$ cat src/rtl/muxn_pipe_if.sv
// Handshake bundle for muxn_pipe: N valid/ready input channels, channel select and
// mode, and one registered valid/ready output carrying data plus source channel index.
interface muxn_pipe_if #(
    parameter int BITWIDTH = 32,
    parameter int CHANNELS = 4,
    parameter int SELW     = 2
);
    logic [CHANNELS-1:0]          in_valid;
    logic [CHANNELS-1:0]          in_ready;
    logic [CHANNELS*BITWIDTH-1:0] in_data;
    logic [SELW-1:0]              sel;
    logic                         sel_mode;
    logic                         out_valid;
    logic                         out_ready;
    logic [BITWIDTH-1:0]          out_data;
    logic [SELW-1:0]              out_chan;

    modport master (
        output in_valid, in_data, sel, sel_mode, out_ready,
        input  in_ready, out_valid, out_data, out_chan
    );

    modport slave (
        input  in_valid, in_data, sel, sel_mode, out_ready,
        output in_ready, out_valid, out_data, out_chan
    );
endinterface

$ cat src/rtl/muxn_pipe.sv
// Registered N-channel mux with a one-entry valid/ready output stage.
// Define MUXN_PIPE_RR_EN to build the round-robin selection mode and its pointer.
module muxn_pipe #(
    parameter int BITWIDTH = 32,
    parameter int CHANNELS = 4,
    parameter int SELW     = 2
) (
    input  logic       clk,
    input  logic       reset,
    muxn_pipe_if.slave bus
);
    logic [CHANNELS-1:0] exp_oh;
    logic [CHANNELS-1:0] gnt_oh;
    logic [SELW-1:0]     idx_term  [CHANNELS];
    logic [BITWIDTH-1:0] data_term [CHANNELS];
    logic [SELW-1:0]     gnt_idx;
    logic [BITWIDTH-1:0] gnt_data;
    logic                can_load;
    logic                in_xfer;
    logic                out_xfer;

    logic                out_valid_q, out_valid_d;
    logic [BITWIDTH-1:0] out_data_q,  out_data_d;
    logic [SELW-1:0]     out_chan_q,  out_chan_d;

`ifdef MUXN_PIPE_RR_EN
    logic [SELW-1:0]     rr_ptr_q, rr_ptr_d;
    logic [CHANNELS-1:0] hi_req;
    logic [CHANNELS-1:0] rr_oh;
`endif

    // Per-channel select decode and masked index/data terms of the one-hot grant.
    generate
        for (genvar gi = 0; gi < CHANNELS; gi++) begin : g_chan
            localparam logic [SELW-1:0] IDX = SELW'(gi);
            assign exp_oh[gi]    = (bus.sel == IDX);
            assign idx_term[gi]  = gnt_oh[gi] ? IDX : '0;
            assign data_term[gi] = gnt_oh[gi] ? bus.in_data[gi*BITWIDTH +: BITWIDTH] : '0;
`ifdef MUXN_PIPE_RR_EN
            assign hi_req[gi]    = bus.in_valid[gi] && (IDX > rr_ptr_q);
`endif
        end
    endgenerate

`ifdef MUXN_PIPE_RR_EN
    function automatic logic [CHANNELS-1:0] lowest_set(input logic [CHANNELS-1:0] v);
        return v & (~v + CHANNELS'(1));
    endfunction

    // Channels above the pointer win first; otherwise wrap to the lowest valid one.
    assign rr_oh    = (|hi_req) ? lowest_set(hi_req) : lowest_set(bus.in_valid);
    assign gnt_oh   = bus.sel_mode ? rr_oh : exp_oh;
    assign rr_ptr_d = (in_xfer && bus.sel_mode) ? gnt_idx : rr_ptr_q;

    always_ff @(posedge clk) begin
        if (reset) begin
            rr_ptr_q <= SELW'(CHANNELS - 1);
        end else begin
            rr_ptr_q <= rr_ptr_d;
        end
    end
`else
    logic unused_sel_mode;
    assign unused_sel_mode = bus.sel_mode;
    assign gnt_oh          = exp_oh;
`endif

    always_comb begin
        gnt_idx  = '0;
        gnt_data = '0;
        for (int i = 0; i < CHANNELS; i++) begin
            gnt_idx  = gnt_idx | idx_term[i];
            gnt_data = gnt_data | data_term[i];
        end
    end

    assign can_load     = !out_valid_q || bus.out_ready;
    assign bus.in_ready = (reset || !can_load) ? '0 : gnt_oh;
    assign in_xfer      = |(bus.in_valid & bus.in_ready);
    assign out_xfer     = out_valid_q && bus.out_ready;

    always_comb begin
        out_valid_d = out_valid_q;
        out_data_d  = out_data_q;
        out_chan_d  = out_chan_q;
        if (in_xfer) begin
            out_valid_d = 1'b1;
            out_data_d  = gnt_data;
            out_chan_d  = gnt_idx;
        end else if (out_xfer) begin
            out_valid_d = 1'b0;
        end
    end

    always_ff @(posedge clk) begin
        if (reset) begin
            out_valid_q <= 1'b0;
            out_data_q  <= '0;
            out_chan_q  <= '0;
        end else begin
            out_valid_q <= out_valid_d;
            out_data_q  <= out_data_d;
            out_chan_q  <= out_chan_d;
        end
    end

    assign bus.out_valid = out_valid_q;
    assign bus.out_data  = out_data_q;
    assign bus.out_chan  = out_chan_q;
endmodule
$ cat src/flat_wrapper.sv
// flat-port wrapper written by rule: the top's interface ports become plain ports
module muxn_pipe_flat 
#(
    parameter int BITWIDTH = 32,
    parameter int CHANNELS = 4,
    parameter int SELW     = 2
)
  (clk, reset, bus_in_valid, bus_in_data, bus_sel, bus_sel_mode, bus_out_ready, bus_in_ready, bus_out_valid, bus_out_data, bus_out_chan);
  muxn_pipe_if #(.BITWIDTH(BITWIDTH), .CHANNELS(CHANNELS), .SELW(SELW)) bus_i ();
  input  logic clk;
  input  logic reset;
  input wire logic [$bits(bus_i.in_valid)-1:0] bus_in_valid;
  input wire logic [$bits(bus_i.in_data)-1:0] bus_in_data;
  input wire logic [$bits(bus_i.sel)-1:0] bus_sel;
  input wire logic [$bits(bus_i.sel_mode)-1:0] bus_sel_mode;
  input wire logic [$bits(bus_i.out_ready)-1:0] bus_out_ready;
  output wire logic [$bits(bus_i.in_ready)-1:0] bus_in_ready;
  output wire logic [$bits(bus_i.out_valid)-1:0] bus_out_valid;
  output wire logic [$bits(bus_i.out_data)-1:0] bus_out_data;
  output wire logic [$bits(bus_i.out_chan)-1:0] bus_out_chan;
  assign bus_i.in_valid = bus_in_valid;
  assign bus_i.in_data = bus_in_data;
  assign bus_i.sel = bus_sel;
  assign bus_i.sel_mode = bus_sel_mode;
  assign bus_i.out_ready = bus_out_ready;
  assign bus_in_ready = bus_i.in_ready;
  assign bus_out_valid = bus_i.out_valid;
  assign bus_out_data = bus_i.out_data;
  assign bus_out_chan = bus_i.out_chan;
  muxn_pipe #(.BITWIDTH(BITWIDTH), .CHANNELS(CHANNELS), .SELW(SELW)) u_core (.clk(clk), .reset(reset), .bus(bus_i));
endmodule
$ cat config.mk
export PLATFORM = sky130hd
export DESIGN_NAME = muxn_pipe_flat
export DESIGN_NICKNAME = d
export VERILOG_FILES = /design/src/rtl/muxn_pipe_if.sv /design/src/rtl/muxn_pipe.sv /design/src/flat_wrapper.sv
export SDC_FILE = /design/constraint.sdc
export NUM_CORES = 1
export LEC_CHECK = 0
export ABC_AREA = 0
export BUFFER_PORTS_ARGS = -buffer_cell sky130_fd_sc_hd__buf_4
export CORE_MARGIN = 8
export CORE_UTILIZATION = 42
export CTS_BUF_LIST = sky130_fd_sc_hd__clkbuf_16
export DETAILED_ROUTE_END_ITERATION = 12
export GPL_TIMING_DRIVEN = 0
export MAX_ROUTING_LAYER = met4
export PLACE_DENSITY = 0.86
export SYNTH_ARGS = -nofsm -noshare
export SYNTH_HDL_FRONTEND = slang
export SYNTH_SLANG_ARGS = --single-unit
$ cat constraint.sdc
create_clock -name clk -period 3.9 [get_ports clk]
set_input_delay 0.195 -clock clk [delete_from_list [all_inputs] [get_ports clk]]
set_output_delay 0.195 -clock clk [all_outputs]
set_load 0.05 [all_outputs]
# After elaboration in Yosys (flattened, before gate mapping)

Index checks and enable logic that the tools add are counted.

Output and inout bits: 39
Bits in read-only memories: 0
Input port bits: 138
Bits in writable memories: 0
Word-level logic and storage cells: 30
Bits in registers: 35
Latch bits: 0
Memories kept: 0

Magnitude comparators: 0
Add/sub/neg operators: 0
Div/mod/pow operators: 0
Multiplexer cells: 10
Reduce and logical (&&, ||, !) cells: 8
Shift-type cells: 0
Multipliers: 0
Bitwise logic cells: 6
Equal/unequal tests: 3

Operator list:

| cell                 | count |
|---|---|
| $mux W32             | 4 |
| $or A32 B32 Y32      | 3 |
| $and A4 B4 Y4        | 1 |
| $eq A2 B2 Y1 const B | 2 |
| $mux W2              | 2 |
| $mux W4              | 1 |
| $or A2 B2 Y2         | 2 |
| $reduce_or A4 Y1     | 1 |
| $mux W1              | 3 |
| $eq A2 B1 Y1 const B | 1 |
| $logic_not A1 Y1     | 2 |
| $logic_not A2 Y1     | 1 |
| $logic_or A1 B1 Y1   | 2 |
| $reduce_bool A2 Y1   | 1 |
| $logic_and A1 B1 Y1  | 1 |

# Logic depth before layout (Yosys ltp)

Gate-level depths: netlist of run 1.

Depth after elaboration: 8
Depth in mapped cells: 6
Depth with buffers taken out: 4

# Worst setup path before layout of run 1

Ideal clock, no wire load.

Path type: reg2out
Start: register u_core.out_valid_q (netlist: u_core.bus.out_valid)
End: output port bus_in_ready[2]
Data required time: 3.705 ns
Buffers on the path: 0
Arrival time: 1.924 ns
Setup slack: 1.781 ns
Cell stages (with the launch flop): 4
Cell sequence: dfxtp_1 nand2b_1 nand2_1 nor3b_1

Word-level cells in the longest chain between the ends: 5

RTL lines:

| item                   | RTL line           | text |
|---|---|---|
| from (decl)            | muxn_pipe.sv:22    | `logic out_valid_q, out_valid_d;` |
| from (signal assigned) | muxn_pipe.sv:101   | `out_valid_q <= out_valid_d;` |
| $logic_not A1 Y1       | muxn_pipe.sv:77    | `assign can_load = !out_valid_q \|\| bus.out_ready;` |
| $logic_or A1 B1 Y1     | muxn_pipe.sv:77    |  |
| $logic_not A1 Y1       | muxn_pipe.sv:78    | `assign bus.in_ready = (reset \|\| !can_load) ? '0 : gnt_oh;` |
| $logic_or A1 B1 Y1     | muxn_pipe.sv:78    |  |
| $mux W4                | muxn_pipe.sv:78    |  |
| to (decl)              | flat_wrapper.sv:17 | `output wire logic [$bits(bus_i.in_ready)-1:0] bus_in_ready;` |

Every way passes these cells.

# Worst setup path after layout of run 1

Start: input port bus_sel[1]
End: output port bus_in_ready[2]

Word-level cells in the longest chain between the ends: 2

RTL lines:

| item         | RTL line           | text |
|---|---|---|
| from (decl)  | flat_wrapper.sv:14 | `input wire logic [$bits(bus_i.sel)-1:0] bus_sel;` |
| $eq A2 B2 Y1 | muxn_pipe.sv:36    | `assign exp_oh[gi] = (bus.sel == IDX);` |
| $mux W4      | muxn_pipe.sv:78    |  |

Every way passes these cells.

==> impl_metrics.toml, run 1 <==
[run_status]
outcome = "complete, no violations"

[detailed_routing]
ant_nets = 0
drtPass1Iterations = 4
drt_iter0_drc = 115
routed_wirelength_um = 8350
top_layer = "met4"
drc = 0
met1_length_um = 3060
vias = 2347
via_per_inst = 5.11
wl_met2_um = 4630
dr_wl_met3_um = 559
avgRoutedWirePerCell_um = 18.2

[floorplanning]
rows = 26
core-area_mm2 = 0.00501
initial_utilization_pct = 42.7
die_height_um = 87.4
ios = 177
dieArea_mm2 = 0.00763
die_w_um = 87.4

[yosys]
synth_area_leaders = "dfxtp_1 (33%), mux4_2 (31%), nand2_1 (12%)"
syn-num-nets = 344
synth_commonest_cells = "nand2_1 (66), dfxtp_1 (35), mux4_2 (29)"
yosysWarnings = 0
syn_inst = 206
yosysSeqAreaShare_pct = 32.7
synth_cell_types = 21
async_flop_share_pct = 0
synth_area_leader_cell = "dfxtp_1"
ys.flop_type = "dfxtp_1"
avgSynthCellArea_um2 = 10.4
synth_seq_cells = 35
synth_enable_flop_cells = 0
netlist.area_leader.share_pct = 32.7
synth_most_common_cell = "nand2_1"
netlist_area_mm2 = 0.00214

[sta]
min_period_ns = 1.71
tightest_slew_ns = 0.570
layout_setup_ws_ns = 2.19
setup_violations = 0
fin_setup_tns_ns = 0
max_freq_ghz = 0.585
finalClockSkew_ns = 0.00228
relSlewSlack_pct = 62.0
report.final.slew_viol_count = 0
post-route-period-util_pct = 43.8
hold_viol = 0
rsz0062_at_grt = "no"

[power_and_ir_drop]
p_per_area_mw_per_mm2 = 317
ir_drop_uv = 210
cellLeakagePower_nw = 1.67
finalPower_mw = 1.16

[final_layout]
drive_above_1_share_pct = 59.6
syn2layout_area_growth_pct = 71.9
n_antenna_cell = 0
layout.nets = 526

[global_routing]
grt_pass1_vias = 2701
gr-total-overflow = 0
track_usage_pct = 22.5
grt_max_degree = 11
antenna_found_initial = 0
grt_first_pass_wirelength_um = 12800

[clock_tree]
clkLatencyLatePin_ns = 0.27
cts.sinks = 35
root_buffer = "clkbuf_16"
cts_buffers = 5
post-cts-setup-buffers = 0
clockBufferDepth = 2
clk_pin_slew_ns = 0.05
htree_levels = 2
cts_tree = "done"
hold_buffers = 0
post_cts_resized = 0

[worst_setup_path]
slowest_delay_ns = 0.43
endpoint_kind = "primary output"
slowest_stage = "clkbuf_1"
path_buf_inv = 4
cp.arrival_ns = 1.52
worstPathRequired_ns = 3.70
startpoint_type = "input port"
cp_max_fo = 10
worstSetupPathType = "input port to primary output"
cpMostUsedCell = "buf_4"
path_cells = "buf_4, clkbuf_1, buf_2, nor3b_1, buf_4"
cpLargestDelayFamily = "buffers and inverters"

[worst_hold_path]
hp-class = "input port to flip-flop"

[placed_design]
port_buffers = 175
pre_cts_ws_ns = 2.11
dp_hpwl_um = 7050
gp_congestion = 0.805

[job]
maxCapViolCount = 0
## layout make-up
cell class	instances	area (um2)
inverters	1	3.75
repair buffers	175	1310
plain buffers	19	113
multi-input cells	151	1320
clock buffers	5	125
clock inverters	3	11.3
well taps	70	87.6
flip-flops and latches	35	701
fillers	417	1330
## cell families after synthesis
family / synth area share (%)
AO/OA/AOI/OAI: 10.0
flip-flops: 32.7
buffers and inverters: 5.44
multiplexers: 36.9
AND/OR/NAND/NOR: 14.9
## registers in the layout, indices dropped and copies added, names as in the netlist
name,cells
u_core.bus.out_valid,1
u_core.bus.out_data,32
u_core.bus.out_chan,2
## worst min-delay path: cells and delay by family
kind,cells,cell delay [ns]
buffers and inverters,1,0.08
and+or+nand+nor,3,0.19
## power by group
group          internal (mW)  switching, mW  total, mW
Clock                  0.230          0.140      0.369
Sequential             0.382         0.0131      0.395
Combinational          0.200          0.200      0.400
## worst paths after layout
| kind | slack (ns) | to | depth (start not counted) | from |
|---|---|---|---|---|
| worst min register to register | 0.45 | u_core.bus.out_data[24]$_SDFFE_PP0P_ | 2 | u_core.bus.out_data[24]$_SDFFE_PP0P_ |
| worst max-delay path | 2.19 | bus_in_ready[2] | 5 | bus_sel[1] |
| worst max register to register | 2.66 | u_core.bus.out_data[6]$_SDFFE_PP0P_ | 6 | u_core.bus.out_valid$_SDFFE_PP0P_ |
| worst min-delay path | 0.24 | u_core.bus.out_valid$_SDFFE_PP0P_ | 4 | bus_out_ready |
## placed cells by master (no fill, tap or decap), types with 2 or more instances in the layout
| cell | instances |
|---|---|
| dfxtp_1 | 35 |
| clkinv_1 | 3 |
| buf_2 | 9 |
| buf_6 | 4 |
| a21oi_2 | 8 |
| buf_4 | 175 |
| o21ai_1 | 2 |
| a21oi_1 | 25 |
| mux4_2 | 29 |
| nor2_1 | 5 |
| clkbuf_1 | 6 |
| clkbuf_16 | 5 |
| mux2i_1 | 2 |
| nand2_1 | 66 |
| and3_1 | 2 |
| mux4_1 | 4 |
| nor3_1 | 2 |
## per-layer routing
metal	track usage, %	vias up
li1	-	1120
met1	23.1	1109
met2	41.3	110
met3	5.57	8
met4	6.25	0
met5	-	-
## per-stage QoR
step	util [%]	instance area (um2)	hold slack [ns]	cells
floorplan	-	2140	0.413	206
global placement	70.7	3540	0.443	451
detailed placement	70.7	3540	0.447	451
CTS	73.4	3680	0.241	459
global route	73.4	3680	0.280	459
finish	73.4	3680	0.242	459
Note: power is estimated with default switching activity, not from simulation.
==> inputs of run 2 (changes only) <==
--- a/config.mk
+++ b/config.mk
@@ -5,15 +5,15 @@
 export SDC_FILE = /design/constraint.sdc
 export NUM_CORES = 1
 export LEC_CHECK = 0
-export ABC_AREA = 0
+export ABC_AREA = 1
 export BUFFER_PORTS_ARGS = -buffer_cell sky130_fd_sc_hd__buf_4
 export CORE_MARGIN = 8
-export CORE_UTILIZATION = 42
+export CORE_UTILIZATION = 40
 export CTS_BUF_LIST = sky130_fd_sc_hd__clkbuf_16
 export DETAILED_ROUTE_END_ITERATION = 12
 export GPL_TIMING_DRIVEN = 0
 export MAX_ROUTING_LAYER = met4
-export PLACE_DENSITY = 0.86
+export PLACE_DENSITY = 0.82
 export SYNTH_ARGS = -nofsm -noshare
 export SYNTH_HDL_FRONTEND = slang
 export SYNTH_SLANG_ARGS = --single-unit
==> constraint.sdc (replaced) <==
create_clock -name clk -period 1.6 [get_ports clk]
set_input_delay 0.08 -clock clk [delete_from_list [all_inputs] [get_ports clk]]
set_output_delay 0.08 -clock clk [all_outputs]
set_load 0.05 [all_outputs]
==> run 2 against run 1 <==
  * First-iteration DRC count up 8.7%
  * Hold slack worse by 0.13 ns
  * Clock skew about the same
  * Die area up 7.5%
  * Non-clock buffer count up 4
  * Design area up 3.5%
  * Clock power up 140%
  * Sequential share of layout area down 0.61 points
  * Combinational power rose to 3.0 times the previous value
  * Critical endpoint is now u_core.bus.out_data[3]$_SDFFE_PP0P_
  * Largest power group unchanged
==> impl_metrics.toml, run 2 <==
[run_status]
outcome = "complete, no violations"

[final_layout]
layout_commonest_cell = "nand2_1"
seqCellArea_um2 = 702
drive_above_1_share_pct = 32.9
syn2layout_area_growth_pct = 70.9
multi_input_area_mm2 = 0.00129
layout.nets = 730
largest_reg_flops = 32
post-route-util_pct = 70.0
final_cell_mix = "nand2_1 (198), buf_4 (176), nor2_1 (66)"
fillers = 484
n_antenna_cell = 0

[worst_hold_path]
hold_end = "u_core.bus.out_chan[0]$_SDFFE_PP0P_"
hold_start = "bus_sel[0]"
hp-class = "input port to flip-flop"
holdPathStages = 3

[yosys]
yosysWarnings = 0
netlist_area_mm2 = 0.00223
synth_most_common_cell = "nand2_1"
syn_inst = 409
avgSynthCellArea_um2 = 5.44
netlist.area_leader.share_pct = 33.4
ys.flop_type = "dfxtp_1"
synth_commonest_cells = "nand2_1 (198), nor2_1 (68), inv_1 (39)"
synth_enable_flop_cells = 0
synth_area_leader_cell = "nand2_1"
synth_area_leaders = "nand2_1 (33%), dfxtp_1 (31%), nor2_1 (11%)"
syn-num-nets = 547
async_flop_share_pct = 0
yosysSeqAreaShare_pct = 31.5
synth_seq_cells = 35
synth_cell_types = 14

[detailed_routing]
drt_iter0_drc = 125
vias = 3154
via_per_inst = 4.74
drtPass1Iterations = 5
routed_wirelength_um = 9310
drc = 0
avgRoutedWirePerCell_um = 14.0
ant_nets = 0

[worst_setup_path]
r2r-end = "u_core.bus.out_data[3]$_SDFFE_PP0P_"
ff2ff_path_depth = 8
r2r-start = "u_core.bus.out_valid$_SDFFE_PP0P_"
worstPathRequired_ns = 1.76
cp_max_fo = 10
r2r_slack_ns = 0.20
slowest_delay_ns = 0.54
cp-startpoint = "reset"
path_cells = "dlygate4sd3_1, buf_4, a21oi_1, nand3_1, nand2_1, nor2_4, buf_6, buf_4, nor2_1, nor2_1"
slowest_stage = "dlygate4sd3_1"
worstSetupPathType = "input port to flip-flop"
endpoint_kind = "flip-flop"
startpoint_type = "input port"
cp.arrival_ns = 1.68

[sta]
tightest_slew_ns = 0.641
hold_viol = 0
finalClockSkew_ns = 0.00190
report.final.slew_viol_count = 0
layout_setup_ws_ns = 0.0819
setup_violations = 0
relSlewSlack_pct = 57.3
rsz0062_at_grt = "yes"
post-route-period-util_pct = 94.9
max_freq_ghz = 0.659
min_period_ns = 1.52

[power_and_ir_drop]
cellLeakagePower_nw = 2.09
ir_drop_uv = 448
p_per_area_mw_per_mm2 = 807

[global_routing]
track_usage_pct = 22.5
gr-total-overflow = 0
antenna_found_initial = 0
grt_first_pass_wirelength_um = 14900
grt_pass1_vias = 3266
grt_max_degree = 11

[clock_tree]
clockBufferDepth = 2
cts_buffers = 5
clk_pin_slew_ns = 0.05
htree_levels = 2
post-cts-setup-buffers = 0
clkLatencyLatePin_ns = 0.27
cts_tree = "done"
root_buffer = "clkbuf_16"
cts.sinks = 35

[placed_design]
gp_congestion = 0.828
dp_hpwl_um = 7580
pre_cts_ws_ns = -0.00863
port_buffers = 175

[floorplanning]
rows = 27
die_height_um = 90.6
dieArea_mm2 = 0.00821
core-area_mm2 = 0.00544
die_w_um = 90.6
initial_utilization_pct = 40.9
ios = 177

[job]
maxCapViolCount = 0
run 2: cell types whose count changed after synthesis, moves of 7 or more:
cell and delta:
nand2_1 +132, nor2_1 +63, inv_1 +39, nand4_1 +35, mux4_2 -29, a21oi_1 -22
a21oi_2 -8, clkbuf_1 +7
run 2: worst max-delay path by stage:
stage / end / slack (ns) / depth (start not counted)
5_1_grt: u_core.bus.out_data[8]$_SDFFE_PP0P_ / -0.009 / 10
3_3_place_gp: u_core.bus.out_data[3]$_SDFFE_PP0P_ / 0.01 / 9
6_report: u_core.bus.out_data[3]$_SDFFE_PP0P_ / 0.08 / 10
3_5_place_dp: u_core.bus.out_data[2]$_SDFFE_PP0P_ / -0.009 / 9
2_1_floorplan: bus_in_ready[0] / -0.22 / 3
4_1_cts: u_core.bus.out_data[2]$_SDFFE_PP0P_ / 0.02 / 10
run 2: power breakdown:
| group | total, mW | switching, mW | internal [mW] |
|---|---|---|---|
| Combinational | 1.18 | 0.702 | 0.476 |
| Clock | 0.889 | 0.330 | 0.559 |
| Sequential | 1.00 | 0.0439 | 0.958 |
run 2: through the flow:
step	power, mW	std cells	TNS, ns	instance area, um2	hold WS, ns
after floorplan	1.68	409	-0.646	2230	0.142
after CTS	3.08	665	0	3780	0.107
after global placement	2.17	656	0	3630	0.254
final	3.07	665	0	3800	0.116
after global routing	3.23	665	-0.0194	3800	0.135
after detailed placement	2.19	656	-0.0171	3630	0.266
run 2: timing repair:
item,4_1_cts,5_1_grt
setup endpoints to repair,0,22
hold buffers,1,0
endpoints found under the hold margin,1,0
gates resized for setup,0,8
run 2: critical path, delay by kind of cell:
family,cells,cell delay [ns]
buf+inv,4,1.01
simple gates,5,0.45
compound gates,1,0.16
run 2: routing by layer:
metal  wire length (um)  global-route usage [%]
met5                  0                       -
met4                161                    8.88
met3                733                    5.90
met2               4420                    38.2
met1               4000                    24.4
run 2: cell type report:
type                    count  area share (%)
well taps                  72            2.37
inverters                  40            4.08
clock inverters             3           0.296
flip-flops and latches     35            18.4
plain buffers              22            2.80
multi-input cells         312            33.9
clock buffers               5            3.29
repair buffers            176            34.8
run 2: cell families after synthesis:
group / Yosys count / synth area share [%]
flops: 35 / 31.5
simple gates: 309 / 56.7
compound gates: 3 / 0.674
buf+inv: 62 / 11.2
